### config.mk
export PLATFORM = sky130hd
export DESIGN_NAME = pc_unit
export DESIGN_NICKNAME = d
export VERILOG_FILES = /design/src/rtl/pc_pkg.sv /design/src/rtl/next_pc_sel.sv /design/src/rtl/pc_unit.sv
export SDC_FILE = /design/constraint.sdc
export NUM_CORES = 1
export LEC_CHECK = 0
export CAP_MARGIN = 20
export CORE_ASPECT_RATIO = 1.4
export CORE_MARGIN = 2
export CORE_UTILIZATION = 45
export CTS_CLUSTER_DIAMETER = 40
export CTS_CLUSTER_SIZE = 24
export DETAILED_ROUTE_END_ITERATION = 8
export PLACE_DENSITY = 0.77
export SLEW_MARGIN = 20
export SYNTH_ARGS = -nofsm -noshare
export SYNTH_HDL_FRONTEND = slang
export SYNTH_SLANG_ARGS = --single-unit
### constraint.sdc
create_clock -name clk -period 5.8 [get_ports clk]
set_input_delay 0.87 -clock clk [delete_from_list [all_inputs] [get_ports clk]]
set_output_delay 0.87 -clock clk [all_outputs]
set_load 0.02 [all_outputs]
### src/rtl/pc_pkg.sv
// Shared types and constants for the program counter unit.
// Fetch-control states and the sequential PC increment.
package pc_pkg;

  typedef enum logic [1:0] {
    BOOT,
    RUN,
    WAIT,
    TRAP
  } pc_state_t;

  localparam int unsigned PC_INC = 4;

endpackage

### src/rtl/next_pc_sel.sv
// Next-PC target selection and misaligned-target detection.
// Purely combinational; the caller decides when the result is used.
module next_pc_sel
  import pc_pkg::*;
#(
  parameter int DATA_WIDTH = 32
) (
  input  logic [DATA_WIDTH-1:0] pc,
  input  logic [DATA_WIDTH-1:0] imm,
  input  logic [DATA_WIDTH-1:0] alu_out,
  input  logic                  branch,
  input  logic                  branch_ne,
  input  logic                  eq,
  input  logic                  jump,
  input  logic                  jalr,
  output logic [DATA_WIDTH-1:0] pc_plus4,
  output logic [DATA_WIDTH-1:0] next_pc,
  output logic                  nonseq,
  output logic                  misaligned
);

  logic taken;

  assign pc_plus4 = pc + DATA_WIDTH'(PC_INC);
  assign taken    = branch & (eq ^ branch_ne);

  // Overlapping selects resolve in priority order.
  always_comb begin
    next_pc = pc_plus4;
    nonseq  = 1'b0;
    priority case (1'b1)
      jalr: begin
        next_pc = {alu_out[DATA_WIDTH-1:1], 1'b0};
        nonseq  = 1'b1;
      end
      jump: begin
        next_pc = pc + imm;
        nonseq  = 1'b1;
      end
      taken: begin
        next_pc = pc + imm;
        nonseq  = 1'b1;
      end
      default: begin
        next_pc = pc_plus4;
        nonseq  = 1'b0;
      end
    endcase
  end

  assign misaligned = nonseq & next_pc[1];

endmodule

### src/rtl/pc_unit.sv
// Program counter with fetch handshake, redirect pulse and
// sticky misaligned-target trap.
module pc_unit
  import pc_pkg::*;
#(
  parameter int                    DATA_WIDTH   = 32,
  parameter logic [DATA_WIDTH-1:0] RESET_VECTOR = '0
) (
  input  logic                  clk,
  input  logic                  rst_n,
  input  logic                  imem_ready,
  input  logic                  stall,
  input  logic                  branch,
  input  logic                  branch_ne,
  input  logic                  EQ,
  input  logic                  jump,
  input  logic                  jalr,
  input  logic [DATA_WIDTH-1:0] ImmOp,
  input  logic [DATA_WIDTH-1:0] ALUout,
  output logic [DATA_WIDTH-1:0] PC,
  output logic [DATA_WIDTH-1:0] PCplus4,
  output logic                  imem_req,
  output logic                  redirect,
  output logic                  trap,
  output logic [31:0]           fetch_count
);

  pc_state_t             state_q;
  pc_state_t             state_n;
  logic [DATA_WIDTH-1:0] pc_q;
  logic [DATA_WIDTH-1:0] next_pc;
  logic [31:0]           cnt_q;
  logic                  redirect_q;
  logic                  nonseq;
  logic                  misaligned;
  logic                  accept;
  logic                  active;

  next_pc_sel #(
    .DATA_WIDTH(DATA_WIDTH)
  ) u_sel (
    .pc        (pc_q),
    .imm       (ImmOp),
    .alu_out   (ALUout),
    .branch    (branch),
    .branch_ne (branch_ne),
    .eq        (EQ),
    .jump      (jump),
    .jalr      (jalr),
    .pc_plus4  (PCplus4),
    .next_pc   (next_pc),
    .nonseq    (nonseq),
    .misaligned(misaligned)
  );

  assign active   = (state_q == RUN) || (state_q == WAIT);
  assign imem_req = active & ~stall;
  assign accept   = imem_req & imem_ready;

  always_comb begin
    state_n = state_q;
    unique case (state_q)
      BOOT: state_n = RUN;
      RUN: begin
        if (accept && misaligned)
          state_n = TRAP;
        else if (imem_req && !imem_ready)
          state_n = WAIT;
      end
      WAIT: begin
        if (accept)
          state_n = misaligned ? TRAP : RUN;
      end
      TRAP: state_n = TRAP;
      default: state_n = BOOT;
    endcase
  end

  always_ff @(posedge clk or negedge rst_n) begin
    if (!rst_n) begin
      state_q    <= BOOT;
      pc_q       <= RESET_VECTOR;
      cnt_q      <= '0;
      redirect_q <= 1'b0;
    end else begin
      state_q    <= state_n;
      redirect_q <= accept & nonseq & ~misaligned
                    & (next_pc != PCplus4);
      if (accept) begin
        cnt_q <= cnt_q + 32'd1;
        // A bad target still consumes the fetch but freezes PC.
        if (!misaligned)
          pc_q <= next_pc;
      end
    end
  end

  assign PC          = pc_q;
  assign redirect    = redirect_q;
  assign trap        = (state_q == TRAP);
  assign fetch_count = cnt_q;

endmodule

# Word level (Yosys, flattened, before mapping)

Index checks and enable logic that the tools add are counted.

Output and inout bits: 99
Flip-flop bits (word level): 67
Bits of input ports: 73

Reduce and logical (&&, ||, !) cells: 7
Add/subtract/negate cells: 3
Bitwise gates (word level): 10
Muxes and demuxes: 11
Equal/unequal tests: 6

Operator list:

| kind                                                | count |
|---|---|
| 2-to-1 mux 32 bit                                   | 3 |
| adder 32 x 1 -> 32 bit, second input constant       | 1 |
| adder 32 x 3 -> 32 bit, second input constant       | 1 |
| adder 32 bit                                        | 1 |
| != test 32 bit                                      | 1 |
| 2-to-1 mux 2 bit                                    | 4 |
| case mux 2 bit (4 select lines)                     | 1 |
| AND 1 bit                                           | 7 |
| equality test 2 bit, second input constant          | 2 |
| AND reduction 2 bit                                 | 2 |
| 2-to-1 mux 1 bit                                    | 3 |
| != test 3 x 1 -> 1 bit, second input constant       | 1 |
| equality test 2 x 1 -> 1 bit, second input constant | 1 |
| logical AND 1 bit                                   | 2 |
| zero test 2 bit                                     | 1 |
| != test 2 bit, second input constant                | 1 |
| NOT 1 bit                                           | 2 |
| zero test 1 bit                                     | 1 |
| logical OR 1 bit                                    | 1 |
| XOR 1 bit                                           | 1 |

# Depth between registers and ports, before layout

Depth after elaboration: 9
Gate-level depth with buffers: 14
Depth with buffers taken out: 13

# Cells and area by module

Synthesis repeated with hierarchy kept, for this count alone.

Cell total of the unflattened synthesis: 686
Area, all modules: 6043.3 µm²

By module, submodules not included:

| module      | times used | cells each | area each (µm²) |
|---|---|---|---|
| pc_unit     | 1          | 266        | 3245.6 |
| next_pc_sel | 1          | 420        | 2797.7 |

# Least setup slack after synthesis

No wires, ideal clock.

Kind: input-to-reg
Start point: input ImmOp[8]
End point: register redirect_q, in the netlist redirect
Data required time: 5681 ps
Cell stages on the path: 13
Slack: 1981 ps
Arrival: 3700 ps
Path through: ha_1 clkbuf_1 a21oi_1 o211ai_1 a41oi_1 nand2_1 a31oi_1 o31ai_1 a211oi_1 nand4_1 o41ai_2 o2111ai_1 o21a_1

Word-level cells in the longest chain between the ends: 6

Ends and longest elaborated chain:

| item                               | line                                 | text |
|---|---|---|
| start, declared                    | pc_unit.sv:18                        | `input logic [DATA_WIDTH-1:0] ImmOp,` |
| adder 32 bit (*)                   | next_pc_sel.sv:37, next_pc_sel.sv:41 |  |
| 2-to-1 mux 32 bit                  | next_pc_sel.sv:31                    | `priority case (1'b1)` |
| 2-to-1 mux 32 bit (*) (2 in a row) | next_pc_sel.sv:31                    |  |
| != test 32 bit (*)                 | pc_unit.sv:88                        | `& (next_pc != PCplus4);` |
| AND 1 bit (*)                      | pc_unit.sv:88                        |  |
| end signal, assigned               | pc_unit.sv:87                        | `redirect_q <= accept & nonseq & ~misaligned` |
| end, declared                      | pc_unit.sv:33                        | `logic redirect_q;` |

Every way passes the cells marked *; elsewhere a longest branch is shown, timed or not.
A chain may end at the register's enable or synchronous reset.

# Worst setup path in the final report

Start point: input ImmOp[6]
End point: register redirect_q, in the netlist redirect

Same word-level chain as after synthesis.

==> flow_summary.ini <==
[cells_and_area]
count_of_filler_cells_inserted_in_the_layout = 1441
finalNetCount = 1164
syn2layout_area_growth_pct = 29.4
fin_util = 0.593
antenna_cells_inserted = 0
stdcell_area_um2 = 9220
drive_above_1_share = 0.0397

[floorplan]
die_area_um2 = 16900
rows = 54
width_of_the_chip_um = 110
height_of_the_chip_um = 153
initial_utilization = 0.458
core-area_um2 = 15500
i_o_pin_count = 172

[sta]
rsz0062_at_grt = no
worstMarginPinSlew_ns = 1.06
finalWorstPathRequiredPeriod_ns = 4.92
number_of_setup_violations_in_the_final_report = 0
max_slew_headroom_at_the_worst_pin = 0.292
skew_final_ns = 0.00860
total_negative_slack_for_setup_checks_ns = 0
hold-worst-slack_ns = 0.486
post_route_fraction_of_the_period_consumed_by_the_critical_path = 0.848
total_count_of_hold_check_failures_in_the_final_report = 0
final_max_slew_viol_count = 0
max_freq_mhz = 203

[critical_path]
element_type_at_the_critical_path_start = primary input
critPathSlowestCell = sky130_fd_sc_hd__a21oi_1
worst_ep_required_time_ns = 6.02
rrSetupSlack_ns = 1.30
critical-path-top-cell-by-count = sky130_fd_sc_hd__o31ai_1
regToRegStartpoint = PC[6]
critical_path_arrival_ns = 5.14
critical_path.max_fanout = 12
worstPathCellList = clkdlybuf4s50_1 -> ha_1 -> a21oi_1 -> o31ai_1 -> a41oi_1 -> nand2_1 -> a31oi_1 -> o31ai_1 -> a211oi_1 -> nand4_1 -> o41ai_2 -> o2111ai_1 -> o21a_1
worst_path_largest_cell_delay_ns = 0.70
cp-end-kind = flop
critPathLaunch = ImmOp[6]
reg2reg_to = redirect
critPathKind = primary input to flop
rr_worst_depth = 12

[yosys]
yosys.area.top_type = sky130_fd_sc_hd__dfrtp_1
postSynth.topFlopCell = sky130_fd_sc_hd__dfrtp_1
syn_area_per_cell_um2 = 7.82
synth-seq-cells = 67
synth.distinct_cells = 69
area_contributors_post_synth = sky130_fd_sc_hd__dfrtp_1 24%, sky130_fd_sc_hd__xnor2_1 11%, sky130_fd_sc_hd__xor2_1 6.6%
edff_count_synth = 0
synth-async-reset-ratio = 1.00
synth.cell_area_um2 = 7120
synth-warning-count = 0
mappedNetlistNets = 1022
netlist.area_leader.share = 0.235
post_synth_inst_count = 911
seq_area_frac_synth = 0.235

[cts]
holdBufCountCts = 0
inserted_clock_buffers = 9
clk-insertion-delay-late_ns = 0.34
clock_tree.htree_level_count = 3
post_cts_resize_count = 0
cts_setup_buffers = 0
cts_tree = done
clock_sinks = 67
clock_path_buffers = 2
cts_root_buffer = sky130_fd_sc_hd__clkbuf_16
clk_pin_slew_worst_paths_ns = 0.06

[hold_path]
hold_endpoint = fetch_count[31]
class_of_the_tightest_hold_or_removal_check = flop to flop
hp-start = fetch_count[31]
worst_hold_path.num_cells = 1

[power_and_ir_drop]
intPower_mw = 2.24
irDropWorstVdd_mv = 0.323
switching_power_mw = 2.40
pwr-share-comb = 0.676
power.share.sequential = 0.199
p_total_mw = 4.64
leakagePower_nw = 3.79
clock_power_share = 0.125
power_density_nw_per_um2 = 504
power.switching_fraction = 0.516

[routing]
ant_nets = 0
detail_route.drc_violations = 0
per_cell_via_count_in_the_routed_design = 6.03
drt_wl_total_mm = 25.0
route.vias.total = 7567
drt_iter0_drc = 535
firstDrtPassIters = 5
wl_per_cell_um = 19.9

[placed_design]
dp_hpwl_mm = 19.4
postPlaceCellArea_um2 = 8910
routabilityCongestion = 1.03
placement.io_buffers = 170

[global_route]
antenna_found_initial = 0
grt_max_degree = 68
grt_use_total = 0.295
grt_pass1_wl_mm = 38.5
grt_overflow = 0
grt_pass1_vias = 7133

[run]
timing.max_cap.violations = 0

[outcome]
status = complete, no violations
-- logic make-up after synthesis --
kind of cell	count (synthesis)	share of synthesized area
simple gates	309	0.217
compound gates	271	0.243
buf+inv	76	0.0443
flops	67	0.235
fa+ha+maj	38	0.0678
mux	1	0.00158
xor+xnor	149	0.190
-- per-layer routing --
layer  track usage  up-vias  part of all wire
li1              -     3588                 -
met5             0        -                 0
met4         0.186        0             0.075
met1         0.337     3501              0.37
met2         0.500      389              0.48
met3        0.0478       89             0.075
-- placed cells by master (no fill, tap or decap), drive strengths merged, types with 9 or more instances in the layout --
| cell | instances |
|---|---|
| ha | 37 |
| nand2 | 107 |
| nor2 | 62 |
| nand4 | 23 |
| a21o | 11 |
| o211ai | 12 |
| a21oi | 81 |
| nand3 | 39 |
| and3 | 18 |
| nor3 | 12 |
| xor2 | 55 |
| xnor2 | 91 |
| clkdlybuf4s50 | 168 |
| o21ai | 73 |
| clkbuf | 9 |
| dfrtp | 67 |
| inv | 35 |
| a211oi | 20 |
-- how the worst max path moves through the flow --
stage	endpoint	slack [ns]	cells past startpoint
after CTS	redirect	1.02	13
after detailed placement	redirect	0.67	13
final	redirect	0.88	13
after global placement	redirect	0.73	13
after floorplan	redirect	1.98	13
after global routing	redirect	0.69	13
-- critical path: cells and delay by family --
| kind | cells | cell delay (ns) |
|---|---|---|
| compound gates | 9 | 3.01 |
| fa+ha+maj | 1 | 0.38 |
| buf+inv | 1 | 0.41 |
| simple gates | 2 | 0.46 |
-- power by group through the flow --
stage	combinational, mW	sequential [mW]	clock (mW)
after floorplan	1.99	0.901	0
after global placement	3.06	0.916	0
after detailed placement	3.09	0.919	0
after CTS	3.10	0.912	0.585
after global routing	3.39	0.932	0.605
final	3.14	0.922	0.581
-- per-stage QoR --
stage,cells,setup WS (ns)
6_report,1254,0.881
5_1_grt,1254,0.695
4_1_cts,1254,1.02
3_5_place_dp,1238,0.671
3_3_place_gp,1238,0.730
2_1_floorplan,911,1.98
-- layout make-up --
cell class	instances	area, um2	area share
multi-input combinational	768	5140	0.557
timing repair buffer	175	1730	0.188
sequential	67	1680	0.182
tap	196	245	0.0266
clock buffer	9	225	0.0244
inverter	32	120	0.0130
clock inverter	7	83.8	0.00909
-- cell usage after synthesis (3+ instances only) --
| library cell | count |
|---|---|
| sky130_fd_sc_hd__nor4_1 | 6 |
| sky130_fd_sc_hd__clkbuf_1 | 29 |
| sky130_fd_sc_hd__nand2_1 | 107 |
| sky130_fd_sc_hd__o21ai_0 | 73 |
| sky130_fd_sc_hd__nor3b_1 | 6 |
| sky130_fd_sc_hd__nand3b_1 | 3 |
| sky130_fd_sc_hd__a41oi_1 | 5 |
| sky130_fd_sc_hd__inv_1 | 32 |
| sky130_fd_sc_hd__buf_2 | 5 |
| sky130_fd_sc_hd__xnor2_1 | 91 |
| sky130_fd_sc_hd__nand2b_1 | 3 |
| sky130_fd_sc_hd__and4_1 | 7 |
| sky130_fd_sc_hd__o22ai_1 | 3 |
| sky130_fd_sc_hd__xor2_1 | 54 |
| sky130_fd_sc_hd__buf_4 | 4 |
| sky130_fd_sc_hd__or3_1 | 6 |
| sky130_fd_sc_hd__xnor3_1 | 3 |
| sky130_fd_sc_hd__a211o_1 | 3 |
| sky130_fd_sc_hd__nor2b_1 | 4 |
| sky130_fd_sc_hd__dfrtp_1 | 67 |
| sky130_fd_sc_hd__nand3_1 | 39 |
| sky130_fd_sc_hd__a311oi_1 | 6 |
| sky130_fd_sc_hd__a31oi_1 | 8 |
| sky130_fd_sc_hd__o211ai_1 | 12 |
| sky130_fd_sc_hd__buf_1 | 4 |
| sky130_fd_sc_hd__nor2_1 | 61 |
| sky130_fd_sc_hd__nand4_1 | 22 |
| sky130_fd_sc_hd__and2_1 | 5 |
| sky130_fd_sc_hd__ha_1 | 37 |
| sky130_fd_sc_hd__a21o_1 | 11 |
| sky130_fd_sc_hd__a21oi_1 | 81 |
| sky130_fd_sc_hd__a211oi_1 | 20 |
| sky130_fd_sc_hd__o31ai_1 | 6 |
| sky130_fd_sc_hd__o21a_1 | 3 |
| sky130_fd_sc_hd__o21bai_1 | 7 |
| sky130_fd_sc_hd__nor3_1 | 12 |
| sky130_fd_sc_hd__and3_1 | 18 |
| sky130_fd_sc_hd__o2111ai_1 | 8 |
-- sequential cells by signal (all words and copies together) (netlist names) --
name         cells
fetch_count     32
state_q          2
PC              32
redirect         1
Note: power is estimated with default switching activity, not from simulation.
